--- src/rtl/i2s_audio_receiver.sv ---
// I2S ADC receiver: derives mclk/sck/lrck from a free-running counter and captures 16-bit stereo frames.
// Optional peak-level tracking is compiled in when I2S_RX_PEAK_EN is defined.
module i2s_audio_receiver (
   input  logic        clk,
   input  logic        rst,
   output logic        audio_mclk,
   output logic        audio_lrck,
   output logic        audio_sck,
   input  logic        audio_sdout,
   output logic [15:0] audio_out_left,
   output logic [15:0] audio_out_right,
   output logic        sample_valid,
   input  logic        peak_clr,
   output logic [15:0] peak_left,
   output logic [15:0] peak_right
);

   localparam logic [1:0] ST_IDLE  = 2'd0;
   localparam logic [1:0] ST_SYNC  = 2'd1;
   localparam logic [1:0] ST_LEFT  = 2'd2;
   localparam logic [1:0] ST_RIGHT = 2'd3;

   logic [9:0]  cnt_reg;
   logic [1:0]  state_reg;
   logic [1:0]  state_next;
   logic [15:0] shift_left_reg;
   logic [15:0] shift_right_reg;
   logic [15:0] out_left_reg;
   logic [15:0] out_right_reg;
   logic        valid_reg;

   logic [4:0]  slot;
   logic        capture;
   logic        frame_done;
   logic [15:0] right_next;
   logic        unused_right_msb;

   assign audio_mclk = cnt_reg[1];
   assign audio_sck  = cnt_reg[3];
   assign audio_lrck = cnt_reg[9];

   // Slot 0 carries the I2S one-bit delay; only slots 1..16 hold sample bits.
   assign slot       = cnt_reg[8:4];
   assign capture    = (cnt_reg[3:0] == 4'd8) && (slot >= 5'd1) && (slot <= 5'd16);
   assign frame_done = (state_reg == ST_RIGHT) && (cnt_reg == 10'd776);
   assign right_next = {shift_right_reg[14:0], audio_sdout};
   assign unused_right_msb = shift_right_reg[15];

   always_comb begin
      state_next = state_reg;
      case (state_reg)
         ST_IDLE:  state_next = ST_SYNC;
         ST_SYNC:  if (cnt_reg == 10'd0)    state_next = ST_LEFT;
         ST_LEFT:  if (cnt_reg == 10'd511)  state_next = ST_RIGHT;
         ST_RIGHT: if (cnt_reg == 10'd1023) state_next = ST_LEFT;
         default:  state_next = ST_IDLE;
      endcase
   end

   always_ff @(posedge clk) begin
      if (rst) begin
         cnt_reg   <= '0;
         state_reg <= ST_IDLE;
      end else begin
         cnt_reg   <= cnt_reg + 10'd1;
         state_reg <= state_next;
      end
   end

   always_ff @(posedge clk) begin
      if (rst) begin
         shift_left_reg  <= '0;
         shift_right_reg <= '0;
      end else begin
         if (capture && state_reg == ST_LEFT)
            shift_left_reg <= {shift_left_reg[14:0], audio_sdout};
         if (capture && state_reg == ST_RIGHT)
            shift_right_reg <= right_next;
      end
   end

   // The last right bit is sampled in the same cycle the outputs load, so it is forwarded.
   always_ff @(posedge clk) begin
      if (rst) begin
         out_left_reg  <= '0;
         out_right_reg <= '0;
         valid_reg     <= 1'b0;
      end else begin
         valid_reg <= frame_done;
         if (frame_done) begin
            out_left_reg  <= shift_left_reg;
            out_right_reg <= right_next;
         end
      end
   end

   assign audio_out_left  = out_left_reg;
   assign audio_out_right = out_right_reg;
   assign sample_valid    = valid_reg;

`ifdef I2S_RX_PEAK_EN
   logic [15:0] peak_left_reg;
   logic [15:0] peak_right_reg;
   logic [15:0] abs_left;
   logic [15:0] abs_right;

   function automatic logic [15:0] abs_sat(input logic [15:0] x);
      if (x == 16'h8000)
         return 16'h7FFF;
      else if (x[15])
         return 16'h0000 - x;
      else
         return x;
   endfunction

   assign abs_left  = abs_sat(out_left_reg);
   assign abs_right = abs_sat(out_right_reg);

   always_ff @(posedge clk) begin
      if (rst || peak_clr) begin
         peak_left_reg  <= '0;
         peak_right_reg <= '0;
      end else if (valid_reg) begin
         if (abs_left > peak_left_reg)
            peak_left_reg <= abs_left;
         if (abs_right > peak_right_reg)
            peak_right_reg <= abs_right;
      end
   end

   assign peak_left  = peak_left_reg;
   assign peak_right = peak_right_reg;
`else
   logic unused_peak_clr;

   assign unused_peak_clr = peak_clr;
   assign peak_left       = '0;
   assign peak_right      = '0;
`endif

endmodule

--- config.mk ---
export PLATFORM = sky130hd
export DESIGN_NAME = i2s_audio_receiver
export DESIGN_NICKNAME = d
export VERILOG_FILES = /design/src/rtl/i2s_audio_receiver.sv
export SDC_FILE = /design/constraint.sdc
export NUM_CORES = 1
export LEC_CHECK = 0
export ABC_AREA = 0
export ABC_CLOCK_PERIOD_IN_PS = 3460
export CORE_MARGIN = 8
export CORE_UTILIZATION = 46
export DETAILED_ROUTE_END_ITERATION = 6
export GPL_TIMING_DRIVEN = 0
export MAX_ROUTING_LAYER = met4
export PLACE_DENSITY_LB_ADDON = 0.08
export SETUP_SLACK_MARGIN = 0.2
export SLEW_MARGIN = 20
export SYNTH_ARGS = -nofsm -noshare
export SYNTH_HDL_FRONTEND = slang
export SYNTH_SLANG_ARGS = --single-unit
export TNS_END_PERCENT = 50
--- constraint.sdc ---
create_clock -name clk -period 3.46 [get_ports clk]
set_input_delay 0.519 -clock clk [delete_from_list [all_inputs] [get_ports clk]]
set_output_delay 0.519 -clock clk [all_outputs]
set_load 0.02 [all_outputs]
# --- Word level (Yosys, flattened, before mapping) ---
# Cells that the tools add are included.
classes:
  addsub: 1
  magnitude_cmp: 2
  n_eq_ne: 10
  n_mux: 4
  reduce_logical: 8
ops:
  columns: ["op", "n"]
  rows:
  - ["10-bit == test, second input constant", 2]
  - ["10-bit by 1-bit adder with 10-bit output, second input constant", 1]
  - ["10-bit by 9-bit == test with 1-bit output, second input constant", 1]
  - ["10-bit logical NOT", 1]
  - ["2-bit case mux with 4 select lines", 1]
  - ["2-bit 2-to-1 mux", 3]
  - ["2-bit != test, second input constant", 3]
  - ["5-bit by 1-bit greater-or-equal comparator with 1-bit output, second input constant", 1]
  - ["5-bit less-or-equal comparator, second input constant", 1]
  - ["1-bit logical AND", 5]
  - ["2-bit == test, second input constant", 2]
  - ["4-bit == test, second input constant", 1]
  - ["3-bit AND reduction", 1]
  - ["2-bit by 1-bit == test with 1-bit output, second input constant", 1]
  - ["2-bit logical NOT", 1]
word_totals:
  ff_bits: 76
  inputBits: 4
  output_inout_bits: 68

# --- Longest topological paths before layout ---
# Gate-level depths: netlist of run 1.
depth:
  depth_word: 4
  depth_mapped: 7
  depth_no_buf: 6

# --- Worst setup path after synthesis of run 1 ---
# OpenSTA, ideal clock, no wires.
synth_timing:
  path_type: "register to register"
  startpoint: "register cnt_reg[1]"
  endpoint: "register out_left_reg[10] (netlist: audio_out_left[10])"
  setup_ps: 71
  t_arrival_ps: 1561
  t_required_ps: 3389
  setup_slack_ps: 1827
  path_stages_with_launch: 8
  period_less_slack_ps: 1633
  cell_sequence: "dfxtp_1 > inv_1 > ha_1 > and4b_1 > nand4_1 > clkbuf_1 > nand2_1 > a21oi_2"
synth_via:
  elab_chain_cells: 2
synth_rtl:
  columns: ["element", "line_no", "text"]
  rows:
  - ["start: declaration", "23", "logic [9:0] cnt_reg;"]
  - ["start signal: assignment", "65", "cnt_reg <= cnt_reg + 10'd1;"]
  - ["10-bit == test", "45", "assign frame_done = (state_reg == ST_RIGHT) && (cnt_reg == 10'd776);"]
  - ["1-bit logical AND", "45", null]
  - ["end signal: assignment", "91", "out_left_reg <= shift_left_reg;"]
  - ["end: declaration", "28", "logic [15:0] out_left_reg;"]
# Every way passes these cells.
# A chain may end at the register's enable or synchronous reset.

# --- Worst setup path in the final report of run 1 ---
layout_timing:
  startpoint: "register cnt_reg[9]"
  endpoint: "output audio_lrck"
layout_lines:
  columns: ["element", "line_no", "text"]
  rows:
  - ["end: declaration", "7", "output logic audio_lrck,"]
# No word-level cell between the ends.

==> flow_summary.toml, run 1 <==
[run_status]
status = "completed"

[setup_path]
crit_arrival_ns = 1.41
crit_buf_inv = 1
path_delay_family = "buffers and inverters"
worstPathMaxFanout = 5
worstSetupPathType = "reg -> out"
crit_path_max_incr_delay_ns = 0.64
slowest_stage = "clkdlybuf4s50_1"
critPathLaunchType = "flop"
cp-end-kind = "primary output"
worstPathCellList = "clkdlybuf4s50_1"
worstPathRequired_ns = 2.94

[global_route]
antenna_found_initial = 0
overflow = 0
first_global_vias = 2301
grt_first_pass_wirelength_um = 10500
grt_max_degree = 14
grtUsageTotal_pct = 13.3

[yosys]
synth_seq_cells = 76
syn-cell-area_mm2 = 0.00330
synthFlopType = "dfxtp_1"
synthArstFlopShare_pct = 0
synth_cell_types = 32
synth-edff-count = 0
ys.warnings.count = 0
synth_seq_area_share_pct = 46.1
synthCells = 340
syn_avg_cell_area_um2 = 9.72

[cts]
insertion_delay_ns = 0.35
cts_tree = "built"
numCtsBuffers = 9
clockBufferDepth = 2
cts-hold-fix-buffers = 0
cts_resized = 0
cts.clk_slew.worst_paths_ns = 0.08
cts_sinks = 76
cts_htree_levels = 3
ctsRootBufferMaster = "clkbuf_8"
postCtsSetupBuffers = 0

[placed_design]
io_buffers = 38
gp_congestion = 0.750
place_hpwl_um = 4490

[timing]
fin_skew_ns = 0.00870
min_period_ns = 1.93
relSlewSlack_pct = 54.1
hold_viol = 0
tightest_slew_ns = 0.689
rsz0062_at_grt = "false"
finalCritPeriodShare_pct = 55.7
setup_viol = 0
finalSetupTns_ns = 0
fmax_mhz = 519
drv_slew = 0

[cells_and_area]
drive_gt1_share_pct = 22.1
layout_commonest_cell = "dfxtp_1"
seq_area_mm2 = 0.00152
multiInputGateArea_mm2 = 0.00150
antenna_cells = 0
syn_to_final_growth_pct = 25.2
layout_common_cells = "dfxtp_1, nand2_1, clkdlybuf4s50_1"
fin_nets = 426
fill_cells = 677

[route]
met1Wirelength_um = 2970
vias_per_cell = 4.43
route.met2.wl_um = 2500
drt-pass1-iter-count = 4
final_antenna_net_count = 0
wl_per_cell_um = 11.6
drt_iter0_drc = 65
vias = 2319
route.met3.wl_um = 471
routed.top_layer = "met4"
drc = 0
postRouteWirelength_um = 6070

[floorplan]
die_height_um = 101
core_area_mm2 = 0.00710
die_area_mm2 = 0.0101
rows = 31
ios = 72
initial_core_util_pct = 46.5
die_w_um = 101

[power_and_ir_drop]
leakagePower_uw = 0.00152
power.density_mw_per_mm2 = 411
vdd_drop_max_uv = 249
finalPower_uw = 1700

[run]
max_cap_violations = 0

[min_path]
hp-class = "reg -> reg"
==> cell type report <==
| cell class | instances | share of cell area (%) |
|---|---|---|
| sequential | 76 | 36.8 |
| multi-input combinational | 240 | 36.2 |
| buffer | 52 | 9.41 |
| timing repair buffer | 38 | 9.20 |
| clock buffer | 11 | 3.66 |
| tap | 99 | 3.00 |
| clock inverter | 5 | 1.42 |
| inverter | 3 | 0.272 |
==> worst paths after layout <==
check                           from                 end  slack (ns)  cells after the start
hold reg to reg   audio_out_right[5]  audio_out_right[5]        0.46                      2
setup reg to reg          cnt_reg[1]  audio_out_right[2]        1.63                      7
setup / recovery          cnt_reg[9]          audio_lrck        1.53                      1
hold / removal    audio_out_right[5]  audio_out_right[5]        0.46                      2
==> routing by layer <==
layer	vias to the layer above	GRT usage, %
li1	1216	-
met4	0	7.67
met1	1032	16.5
met5	-	-
met3	11	3.80
met2	60	18.7
==> through the flow <==
step	hold WS [ns]	util, %	setup WS [ns]	instances	area, um2
4_1_cts	0.463	58.2	1.52	524	4130
3_5_place_dp	0.451	55.3	1.40	508	3920
6_report	0.459	58.2	1.53	524	4130
5_1_grt	0.476	58.2	1.35	524	4130
2_1_floorplan	0.425	-	1.83	371	3420
3_3_place_gp	0.443	55.3	1.41	508	3920
==> where the power goes <==
group	leakage, uW	switching [uW]	internal [uW]	total (uW)
registers	0.000613	6.73	880	887
logic	0.000804	64.6	45.3	110
clock network	0.000102	328	374	702
total	0.00152	399	1300	1700
==> kinds of logic after synthesis <==
logic type | share of synthesized area, %
xor gates and xnor gates | 2.39
AOI/OAI and AO/OA | 8.67
adders and majority gates | 0.757
buffers and inverters | 12.1
other | 0.114
muxes | 9.70
and+or+nand+nor | 20.2
DFF | 46.1
==> cell usage after synthesis, types with 2 or more instances <==
library cell  count  share of area [%]
inv_1             3               0.34
mux2i_1          32                9.7
nand2_1          65                7.4
xnor2_1           4                1.1
and3_1            2               0.38
nor4_1            2               0.38
ha_1              2               0.76
dfxtp_1          76                 46
nand2b_1         32                6.1
a21oi_1           3               0.45
clkbuf_1          8               0.91
xor2_1            5                1.3
nand4_1           5               0.95
buf_4            34                7.7
a21oi_2          30                8.0
nand3_1           3               0.45
and2_1            2               0.38
buf_6             8                2.7
nor2_1           11                1.3
Power figures use the tool's default switching activity.
==> inputs of run 2 (changes only) <==
ABC_CLOCK_PERIOD_IN_PS = 1700   (was 3460)
CORE_UTILIZATION = 45   (was 46)
clock period = 1.7 ns   (was 3.46 ns; I/O delays follow)
==> run 2 against run 1 <==
Effect of this change:
- cell area rose by 15%
- utilization grew 7.8 points
- register-to-register slack got worse by 1.6 ns
- non-clock buffer count grew 19
- hold slack lost 0.0078 ns
- total power is 110% higher
- first-iteration DRC count fell by 23%
- critical path type is now reg -> reg
==> flow_summary.toml, run 2 (synthesis results as in run 1) <==
[cells_and_area]
fin_cells = 543
fin_nets = 445
layout_commonest_cell = "dfxtp_1"
syn_to_final_growth_pct = 43.6
drive_gt1_share_pct = 35.1
antenna_cells = 0
layout_common_cells = "dfxtp_1, buf_4, dlymetal6s2s_1"

[timing]
relSlewSlack_pct = 53.7
finalSetupTns_ns = 0
finalCritPeriodShare_pct = 97.1
setup_viol = 0
drv_slew = 0
min_period_ns = 1.65
rsz0062_at_grt = "true"
tightest_slew_ns = 0.695
fin_ws_ns = 0.0498
fmax_mhz = 606
fin_skew_ns = 0.0102
hold_viol = 0

[power_and_ir_drop]
power.density_mw_per_mm2 = 759
leakagePower_uw = 0.00261
vdd_drop_max_uv = 557

[route]
final_antenna_net_count = 0
drc = 0
postRouteWirelength_um = 6860
drt-pass1-iter-count = 4
vias_per_cell = 4.39
drt_iter0_drc = 50
wl_per_cell_um = 12.6
vias = 2383

[floorplan]
rows = 31
ios = 72
initial_core_util_pct = 46.0
die_w_um = 102
die_height_um = 102
core_area_mm2 = 0.00718
die_area_mm2 = 0.0103

[global_route]
first_global_vias = 2283
grtUsageTotal_pct = 13.5
overflow = 0
grt_first_pass_wirelength_um = 10800
antenna_found_initial = 0
grt_max_degree = 14

[setup_path]
crit_start = "cnt_reg[6]"
cp-end-kind = "flop"
worstPathCellList = "or4_4 > nor3_4 > buf_12 > buf_12 > nand2_4 > a21oi_2"
crit_buf_inv = 2
worstPathMaxFanout = 10
worstSetupPathType = "reg -> reg"
crit_top_cell = "buf_12"
crit_arrival_ns = 1.92
slowest_stage = "or4_4"
r2r_start = "cnt_reg[6]"
path_delay_family = "simple AND/OR/NAND/NOR gates"
crit_path_max_incr_delay_ns = 0.56
worstPathRequired_ns = 1.97
critPathLaunchType = "flop"

[min_path]
hp-start = "audio_out_left[11]"
hp-class = "reg -> reg"

[placed_design]
io_buffers = 38
dp.cells = 508
gp_congestion = 0.743
dpl_worst_slack_ns = -0.129
place_hpwl_um = 4510

[cts]
numCtsBuffers = 9
cts_tree = "built"
cts_sinks = 76
clockBufferDepth = 2
cts_htree_levels = 3
cts-hold-fix-buffers = 0
ctsRootBufferMaster = "clkbuf_8"
insertion_delay_ns = 0.34
cts.clk_slew.worst_paths_ns = 0.08

[run_status]
status = "completed"

[run]
max_cap_violations = 0
==> run 2: metal layers <==
| layer | GRT usage, % | wire, um | vias to the layer above |
|---|---|---|---|
| li1 | - | - | 1250 |
| met1 | 15.4 | 3070 | 1089 |
| met2 | 22.0 | 3450 | 35 |
| met3 | 4.33 | 279 | 9 |
| met4 | 4.12 | 60 | 0 |
| met5 | - | 0 | - |
==> run 2: layout make-up <==
cell class / count / area (um2)
fillers: 615 / 2430
plain buffers: 52 / 450
multi-input cells: 240 / 1680
well taps: 99 / 124
clock buffers: 11 / 151
flip-flops and latches: 76 / 1530
clock inverters: 5 / 83.8
repair buffers: 57 / 708
inverters: 3 / 11.3
==> run 2: final timing paths <==
check	depth (start not counted)	end	slack, ns
worst min register to register	2	audio_out_left[11]	0.45
worst max register to register	6	audio_out_left[2]	0.05
worst max-delay path	6	audio_out_left[2]	0.05
worst min-delay path	2	audio_out_left[11]	0.45
==> run 2: repair_timing <==
action / CTS / global route
gates cloned: 2 / 3
pin swaps: 16 / 8
buffers inserted: 13 / 1
endpoints found under the setup margin: 89 / 99
gates resized for setup: 34 / 67
==> run 2: power by group <==
part	switching (uW)	total [uW]	internal, uW
Clock	656	1560	909
Sequential	12.6	1800	1790
Combinational	135	232	97.6
==> run 2: worst reg2reg max path, stage by stage, from the launching register on <==
cell and delay (ns):
dfxtp_4 0.36, or4_4 0.56, nor3_4 0.17, buf_12 0.16, buf_12 0.16, nand2_4 0.05, a21oi_2 0.12
==> run 2: per-stage QoR <==
step | utilization (%) | total power [uW] | instance area [um2] | hold slack, ns
detailed placement | 55.2 | 2070 | 3960 | 0.451
global route | 66.1 | 3730 | 4740 | 0.478
finish | 66.1 | 3600 | 4740 | 0.451
CTS | 62.2 | 3640 | 4460 | 0.464
global placement | 55.2 | 2070 | 3960 | 0.442
floorplan | - | 2030 | 3460 | 0.408
